`src/rtl/mem_pkg.sv`:
```
// rtl/mem_pkg.sv - shared encodings for the data-memory access unit
//
// Purpose: size codes, FSM state type and default memory size used by
// mem_access_unit and mem_lane_align.
// Ports: none (package).
package mem_pkg;

  // Access size encodings as presented on req_size.
  localparam logic [1:0] SZ_BYTE = 2'b00;
  localparam logic [1:0] SZ_HALF = 2'b01;
  localparam logic [1:0] SZ_WORD = 2'b10;
  localparam logic [1:0] SZ_ILL  = 2'b11;

  // Default byte size of the attached data memory.
  localparam int unsigned ADDR_LIMIT_DEFAULT = 256;

  typedef enum logic [1:0] {
    IDLE = 2'b00,
    RD   = 2'b01,
    WR   = 2'b10,
    RESP = 2'b11
  } state_t;

  // True when an access of this size at this byte address is misaligned
  // or uses the reserved size code.
  function automatic logic bad_shape(input logic [1:0] size, input logic [1:0] lane);
    logic bad;
    bad = 1'b0;
    case (size)
      SZ_BYTE: bad = 1'b0;
      SZ_HALF: bad = lane[0];
      SZ_WORD: bad = (lane != 2'b00);
      default: bad = 1'b1;
    endcase
    return bad;
  endfunction

endpackage

```
`src/rtl/mem_lane_align.sv`:
```
// rtl/mem_lane_align.sv - byte/half lane extraction and store merging
//
// Purpose: purely combinational lane steering between a 32-bit memory word
// and a byte address offset, little-endian.
// Ports:
//   word       in  32  word read from memory
//   lane       in  2   byte offset addr[1:0]
//   size       in  2   access size code
//   sign       in  1   sign-extend loaded byte/half
//   wdata      in  32  right-aligned store data
//   load_data  out 32  extracted and extended load result
//   merge_data out 32  word with addressed lanes replaced by wdata
module mem_lane_align
  import mem_pkg::*;
(
  input  logic [31:0] word,
  input  logic [1:0]  lane,
  input  logic [1:0]  size,
  input  logic        sign,
  input  logic [31:0] wdata,
  output logic [31:0] load_data,
  output logic [31:0] merge_data
);

  logic [7:0]  byte_sel;
  logic [15:0] half_sel;

  always_comb begin
    byte_sel = word[{lane, 3'b000} +: 8];
    // Halfwords are 2-byte aligned, so only lane[1] picks the half.
    half_sel = lane[1] ? word[31:16] : word[15:0];

    load_data = word;
    case (size)
      SZ_BYTE: load_data = {{24{sign & byte_sel[7]}}, byte_sel};
      SZ_HALF: load_data = {{16{sign & half_sel[15]}}, half_sel};
      default: load_data = word;
    endcase

    merge_data = word;
    case (size)
      SZ_BYTE: merge_data[{lane, 3'b000} +: 8] = wdata[7:0];
      SZ_HALF: begin
        if (lane[1]) merge_data[31:16] = wdata[15:0];
        else         merge_data[15:0]  = wdata[15:0];
      end
      default: merge_data = wdata;
    endcase
  end

endmodule

```
`src/rtl/mem_access_unit.sv`:
```
// rtl/mem_access_unit.sv - load/store initiator for the word-addressed data memory
//
// Purpose: accepts one core request at a time, checks alignment/size/range,
// performs byte/half/word loads and stores (read-modify-write for sub-word
// stores) and returns a one-cycle response pulse.
// Ports:
//   clk, rst         clock; asynchronous active-high reset
//   req_valid/ready  request handshake, ready only in IDLE
//   req_write        1 = store, 0 = load
//   req_size         00 byte, 01 half, 10 word, 11 illegal
//   req_signed       sign-extend loads
//   req_addr         byte address
//   req_wdata        right-aligned store data
//   resp_valid       one-cycle completion pulse
//   resp_rdata       extended load data, 0 for stores/errors
//   resp_error       misaligned, illegal size or out of range
//   MemRead/MemWrite memory strobes, one cycle per access
//   MemAddress       word-aligned address of the captured request
//   WriteData        full word to write
//   ReadData         combinational memory read data
module mem_access_unit
  import mem_pkg::*;
#(
  parameter int unsigned ADDR_LIMIT = ADDR_LIMIT_DEFAULT
) (
  input  logic        clk,
  input  logic        rst,
  input  logic        req_valid,
  output logic        req_ready,
  input  logic        req_write,
  input  logic [1:0]  req_size,
  input  logic        req_signed,
  input  logic [31:0] req_addr,
  input  logic [31:0] req_wdata,
  output logic        resp_valid,
  output logic [31:0] resp_rdata,
  output logic        resp_error,
  output logic        MemRead,
  output logic        MemWrite,
  output logic [31:0] MemAddress,
  output logic [31:0] WriteData,
  input  logic [31:0] ReadData
);

  state_t      state;
  logic        write_q;
  logic [1:0]  size_q;
  logic        signed_q;
  logic [31:0] addr_q;
  logic [31:0] wdata_q;

  logic        req_err;
  logic [31:0] load_data;
  logic [31:0] merge_data;

  always_comb begin
    req_err = bad_shape(req_size, req_addr[1:0]) || (req_addr >= ADDR_LIMIT);
  end

  // Driven only from the captured address, so the memory port never sees
  // req_addr combinationally; upper bits pass through untouched.
  assign MemAddress = {addr_q[31:2], 2'b00};

  mem_lane_align u_lane_align (
    .word       (ReadData),
    .lane       (addr_q[1:0]),
    .size       (size_q),
    .sign       (signed_q),
    .wdata      (wdata_q),
    .load_data  (load_data),
    .merge_data (merge_data)
  );

  always_ff @(posedge clk or posedge rst) begin
    if (rst) begin
      state      <= IDLE;
      req_ready  <= 1'b1;
      resp_valid <= 1'b0;
      resp_error <= 1'b0;
      resp_rdata <= '0;
      MemRead    <= 1'b0;
      MemWrite   <= 1'b0;
      WriteData  <= '0;
      write_q    <= 1'b0;
      size_q     <= '0;
      signed_q   <= 1'b0;
      addr_q     <= '0;
      wdata_q    <= '0;
    end else begin
      case (state)
        IDLE: begin
          // req_ready is high throughout IDLE, so req_valid alone is the handshake.
          if (req_valid) begin
            write_q   <= req_write;
            size_q    <= req_size;
            signed_q  <= req_signed;
            addr_q    <= req_addr;
            wdata_q   <= req_wdata;
            req_ready <= 1'b0;
            if (req_err) begin
              state      <= RESP;
              resp_valid <= 1'b1;
              resp_error <= 1'b1;
              resp_rdata <= '0;
            end else if (!req_write || (req_size != SZ_WORD)) begin
              // Loads and sub-word stores both start by reading the word.
              state   <= RD;
              MemRead <= 1'b1;
            end else begin
              state     <= WR;
              MemWrite  <= 1'b1;
              WriteData <= req_wdata;
            end
          end
        end

        RD: begin
          MemRead <= 1'b0;
          if (write_q) begin
            state     <= WR;
            MemWrite  <= 1'b1;
            WriteData <= merge_data;
          end else begin
            state      <= RESP;
            resp_valid <= 1'b1;
            resp_error <= 1'b0;
            resp_rdata <= load_data;
          end
        end

        WR: begin
          MemWrite   <= 1'b0;
          state      <= RESP;
          resp_valid <= 1'b1;
          resp_error <= 1'b0;
          resp_rdata <= '0;
        end

        RESP: begin
          state      <= IDLE;
          req_ready  <= 1'b1;
          resp_valid <= 1'b0;
          resp_error <= 1'b0;
          resp_rdata <= '0;
        end

        default: begin
          state     <= IDLE;
          req_ready <= 1'b1;
          MemRead   <= 1'b0;
          MemWrite  <= 1'b0;
        end
      endcase
    end
  end

endmodule

```
`config.mk`:
```
export PLATFORM = sky130hd
export DESIGN_NAME = mem_access_unit
export DESIGN_NICKNAME = d
export VERILOG_FILES = /design/src/rtl/mem_pkg.sv /design/src/rtl/mem_lane_align.sv /design/src/rtl/mem_access_unit.sv
export SDC_FILE = /design/constraint.sdc
export NUM_CORES = 1
export LEC_CHECK = 0
export ABC_AREA = 1
export CAP_MARGIN = 10
export CELL_PAD_IN_SITES_DETAIL_PLACEMENT = 2
export CELL_PAD_IN_SITES_GLOBAL_PLACEMENT = 2
export CORE_ASPECT_RATIO = 1.1
export CORE_MARGIN = 2
export CORE_UTILIZATION = 27
export CTS_CLUSTER_DIAMETER = 30
export DETAILED_ROUTE_END_ITERATION = 16
export PLACE_DENSITY = 0.9
export SYNTH_ARGS = -nofsm -noshare
export SYNTH_HDL_FRONTEND = slang
export SYNTH_SLANG_ARGS = --single-unit
```
`constraint.sdc`:
```
create_clock -name clk -period 6.65 [get_ports clk]
set_input_delay 1.33 -clock clk [delete_from_list [all_inputs] [get_ports clk]]
set_output_delay 1.33 -clock clk [all_outputs]
set_load 0.005 [all_outputs]
```
==> run_results.csv <==
group,metric,value,unit
floorplan,die-area,33000,µm²
final_layout,fill_cells,3709,
min_path,hold_end,"WriteData[28]$_DFFE_PP0P_",
timing,hold_viol_final,0,
timing,fmax,284,MHz
route,firstDrtPassIters,5,
grt,grt_max_degree,94,
floorplan,die_x,173,µm
clock_network,h-tree-depth,4,
grt,grt_pass1_vias,9838,
route,drc,0,
worst_setup_path,r2r_start,"state[1]$_DFFE_PP0P_",
timing,worst_pin_slew,1.26,ns
clock_network,post_cts_buffers,0,
min_path,whs_path_depth,2,
power_and_ir_drop,switching_share,46.0,%
synthesis,synth.distinct_cells,39,
power_and_ir_drop,power.density,477,nW/µm²
synthesis,async_flop_share,100,%
placed_design,placed_area,10500,µm²
run_status,status,"completed",
clock_network,cts_max_path_buffers,2,
grt,track_usage,22.3,%
final_layout,multi_input_area,4010,µm²
route,post_drt_via_cell_ratio,4.95,
worst_setup_path,crit_buf_inv,4,
synthesis,synth_area_leaders,"dfrtp_1 (41%), nand2_1 (22%), a21oi_1 (5.0%)",
power_and_ir_drop,switching_power,2.44,mW
worst_setup_path,cp_cell_sequence,"inv_1, ha_1, inv_2, buf_4, nor2_1, nor3_4, buf_4, nand3_4, nand2_1, nand2_1",
route,finalWirelength,36400,µm
final_layout,area_growth,30.7,%
worst_setup_path,arrival,3.83,ns
worst_setup_path,cp-start-kind,"register",
timing,fin_crit_sh,52.9,%
worst_setup_path,crit_required,6.96,ns
synthesis,ys_warn_count,0,
synthesis,synth_edf_count,0,
min_path,min_from,"WriteData[28]$_DFFE_PP0P_",
synthesis,synth_cells,1239,
clock_network,clkTransAtPathRegs,0.06,ns
power_and_ir_drop,pwr-share-clk,19.9,%
timing,post-route-min-period,3.52,ns
worst_setup_path,rrSetupSlack,3.13,ns
final_layout,antenna_cells,0,
synthesis,synth_top_area_cell,"dfrtp_1",
synthesis,synth.avg_cell_area,6.87,µm²
floorplan,dieHeight,190,µm
final_layout,nNetsFinal,1475,
clock_network,postCtsResizedCells,0,
worst_setup_path,crit_fanout,76,
grt,grt_use_met2,38.5,%
power_and_ir_drop,seqPwrFrac,28.8,%
clock_network,clk_latency,0.44,ns
placed_design,port_buffers,201,
worst_setup_path,path_class,"register to register",
route,vias,8893,
synthesis,synth_ff_type,"dfrtp_1",
floorplan,start_util,27.3,%
timing,setup-violations-final,0,
synthesis,netlist_area,8510,µm²
power_and_ir_drop,p_comb_share,51.3,%
clock_network,cts_sinks,139,
timing,hold_ws,0.480,ns
grt,antenna_found_initial,1,
run,maxCapViolCount,0,
floorplan,pin_count,204,
worst_setup_path,cpLargestDelayFamily,"buffers and inverters",
final_layout,design_area,11100,µm²
synthesis,ys_ff_latch,139,
route,drt.antenna.violating_nets,0,
final_layout,seq_area,3480,µm²
final_layout,fin_util,35.6,%
route,drt_iter0_markers,498,
synthesis,synth_top_area_share,40.6,%
power_and_ir_drop,ir_worst_vdd,0.000198,V
synthesis,ys_seq_area_share,40.9,%
worst_setup_path,cp-end-kind,"register",
clock_network,cts_inserted_buffers,17,
floorplan,core_area,31200,µm²
route,wire_per_inst,20.3,µm
timing,clock_skew,0.00721,ns
timing,rsz0062_at_grt,"no",
final_layout,drive_gt1_share,4.80,%
worst_setup_path,rr_worst_depth,10,
timing,report.final.slew_viol_count,0,
grt,grt_pass1_wl,57300,µm
placed_design,hpwl,26000,µm
clock_network,cts_tree,"built",
worst_setup_path,max_stage_delay,0.65,ns
power_and_ir_drop,power_leakage,5.32,nW
clock_network,ctsHoldBuffers,0,
floorplan,rows,68,
grt,grt_use_met3,5.30,%
timing,setup_tns,0,ns
worst_setup_path,r2r-end,"WriteData[18]$_DFFE_PP0P_",
min_path,worstHoldPathType,"register to register",
power_and_ir_drop,p_int,2.86,mW
grt,busiest_layer,"met2",
grt,gr-usage-met1,27.7,%
timing,max_slew_margin,15.8,%
grt,grt_overflow_total,0,
placed_design,gp_congestion,0.825,
worst_setup_path,crit_slowest_cell,"buf_4",
clock_network,cts-root-buf,"clkbuf_16",
## flip-flops by register name (all words and copies together) (netlist names)
signal / flops
state: 2
MemRead: 1
addr_q: 32
MemWrite: 1
resp_error: 1
WriteData: 32
req_ready: 1
resp_rdata: 32
signed_q: 1
size_q: 2
write_q: 1
wdata_q: 32
resp_valid: 1
## logic make-up (layout without fill, tap and decap cells)
| group | after synthesis | count (layout) | synth area share (%) |
|---|---|---|---|
| AO/OA/AOI/OAI | 227 | 227 | 14.4 |
| other | 1 | 2 | 0.0440 |
| AND/OR/NAND/NOR | 656 | 656 | 31.3 |
| adder cells (fa/ha/maj) | 9 | 9 | 1.32 |
| buffers and inverters | 207 | 343 | 12.1 |
| flip-flops | 139 | 139 | 40.9 |
## through the flow
stage	instances	total power [mW]	setup slack (ns)
global route	1796	5.72	2.83
detailed placement	1764	4.23	2.90
finish	1796	5.31	3.13
global placement	1764	4.08	3.07
floorplan	1240	3.17	1.60
CTS	1796	5.35	3.06
## layout make-up
type | count | area share [%]
multi-input combinational | 894 | 36.1
sequential | 139 | 31.3
clock buffer | 18 | 3.95
clock inverter | 14 | 1.73
tap | 420 | 4.72
timing repair buffer | 211 | 18.8
inverter | 100 | 3.46
## synthesized netlist by cell type (all sizes together) (3+ instances only)
library cell	number
buf	77
nand4	5
clkinv	7
nor2	70
dfrtp	138
nor3	3
o21ai	109
a21oi	85
inv	93
ha	9
o211ai	27
nand3	76
nand2	500
clkbuf	30
## worst reg2reg max path, stage by stage, from the launching register on
cell and delay [ns]:
dfrtp_1 0.38, inv_1 0.08, ha_1 0.61, inv_2 0.16
buf_4 0.65, nor2_1 0.23, nor3_4 0.20, buf_4 0.39
nand3_4 0.40, nand2_1 0.21, nand2_1 0.08
## per-layer routing
| layer | vias up | routed length [µm] |
|---|---|---|
| li1 | 4147 | - |
| met1 | 4459 | 15800 |
| met2 | 246 | 17900 |
| met3 | 41 | 1990 |
| met4 | 0 | 764 |
| met5 | - | 0 |
## power by group through the flow
stage / Clock [mW] / Sequential, mW / Combinational, mW
after CTS: 1.07 / 1.53 / 2.75
final: 1.05 / 1.53 / 2.72
after global routing: 1.11 / 1.57 / 3.03
after floorplan: 0 / 1.40 / 1.77
after detailed placement: 0 / 1.53 / 2.70
after global placement: 0 / 1.51 / 2.57
## worst max path at each step
| stage | cells past startpoint | to | startpoint |
|---|---|---|---|
| after floorplan | 1 | MemRead$_DFFE_PP0P_ | rst |
| after global placement | 8 | WriteData[2]$_DFFE_PP0P_ | req_size[1] |
| after detailed placement | 10 | WriteData[18]$_DFFE_PP0P_ | req_addr[20] |
| after CTS | 9 | WriteData[18]$_DFFE_PP0P_ | state[0]$_DFFE_PP0P_ |
| after global routing | 10 | WriteData[18]$_DFFE_PP0P_ | state[1]$_DFFE_PP0P_ |
| final | 10 | WriteData[18]$_DFFE_PP0P_ | state[1]$_DFFE_PP0P_ |
## placed cells by master (no fill, tap or decap), types with 2 or more instances in the layout
cell type	count
clkinvlp_4	3
conb_1	2
clkinv_1	6
nand3_1	74
o21ai_0	84
o21ai_1	24
dfrtp_2	2
ha_1	9
o211ai_1	27
clkinv_4	2
inv_2	5
a21oi_1	85
dfrtp_1	136
bufinv_16	4
nand3_4	2
nand4_1	5
nand2_2	4
clkbuf_16	17
inv_1	87
clkdlybuf4s50_1	201
buf_4	10
inv_6	4
nand2_1	494
nor2_1	68
nand2_4	2
clkinv_2	3
Note: power is estimated with default switching activity, not from simulation.
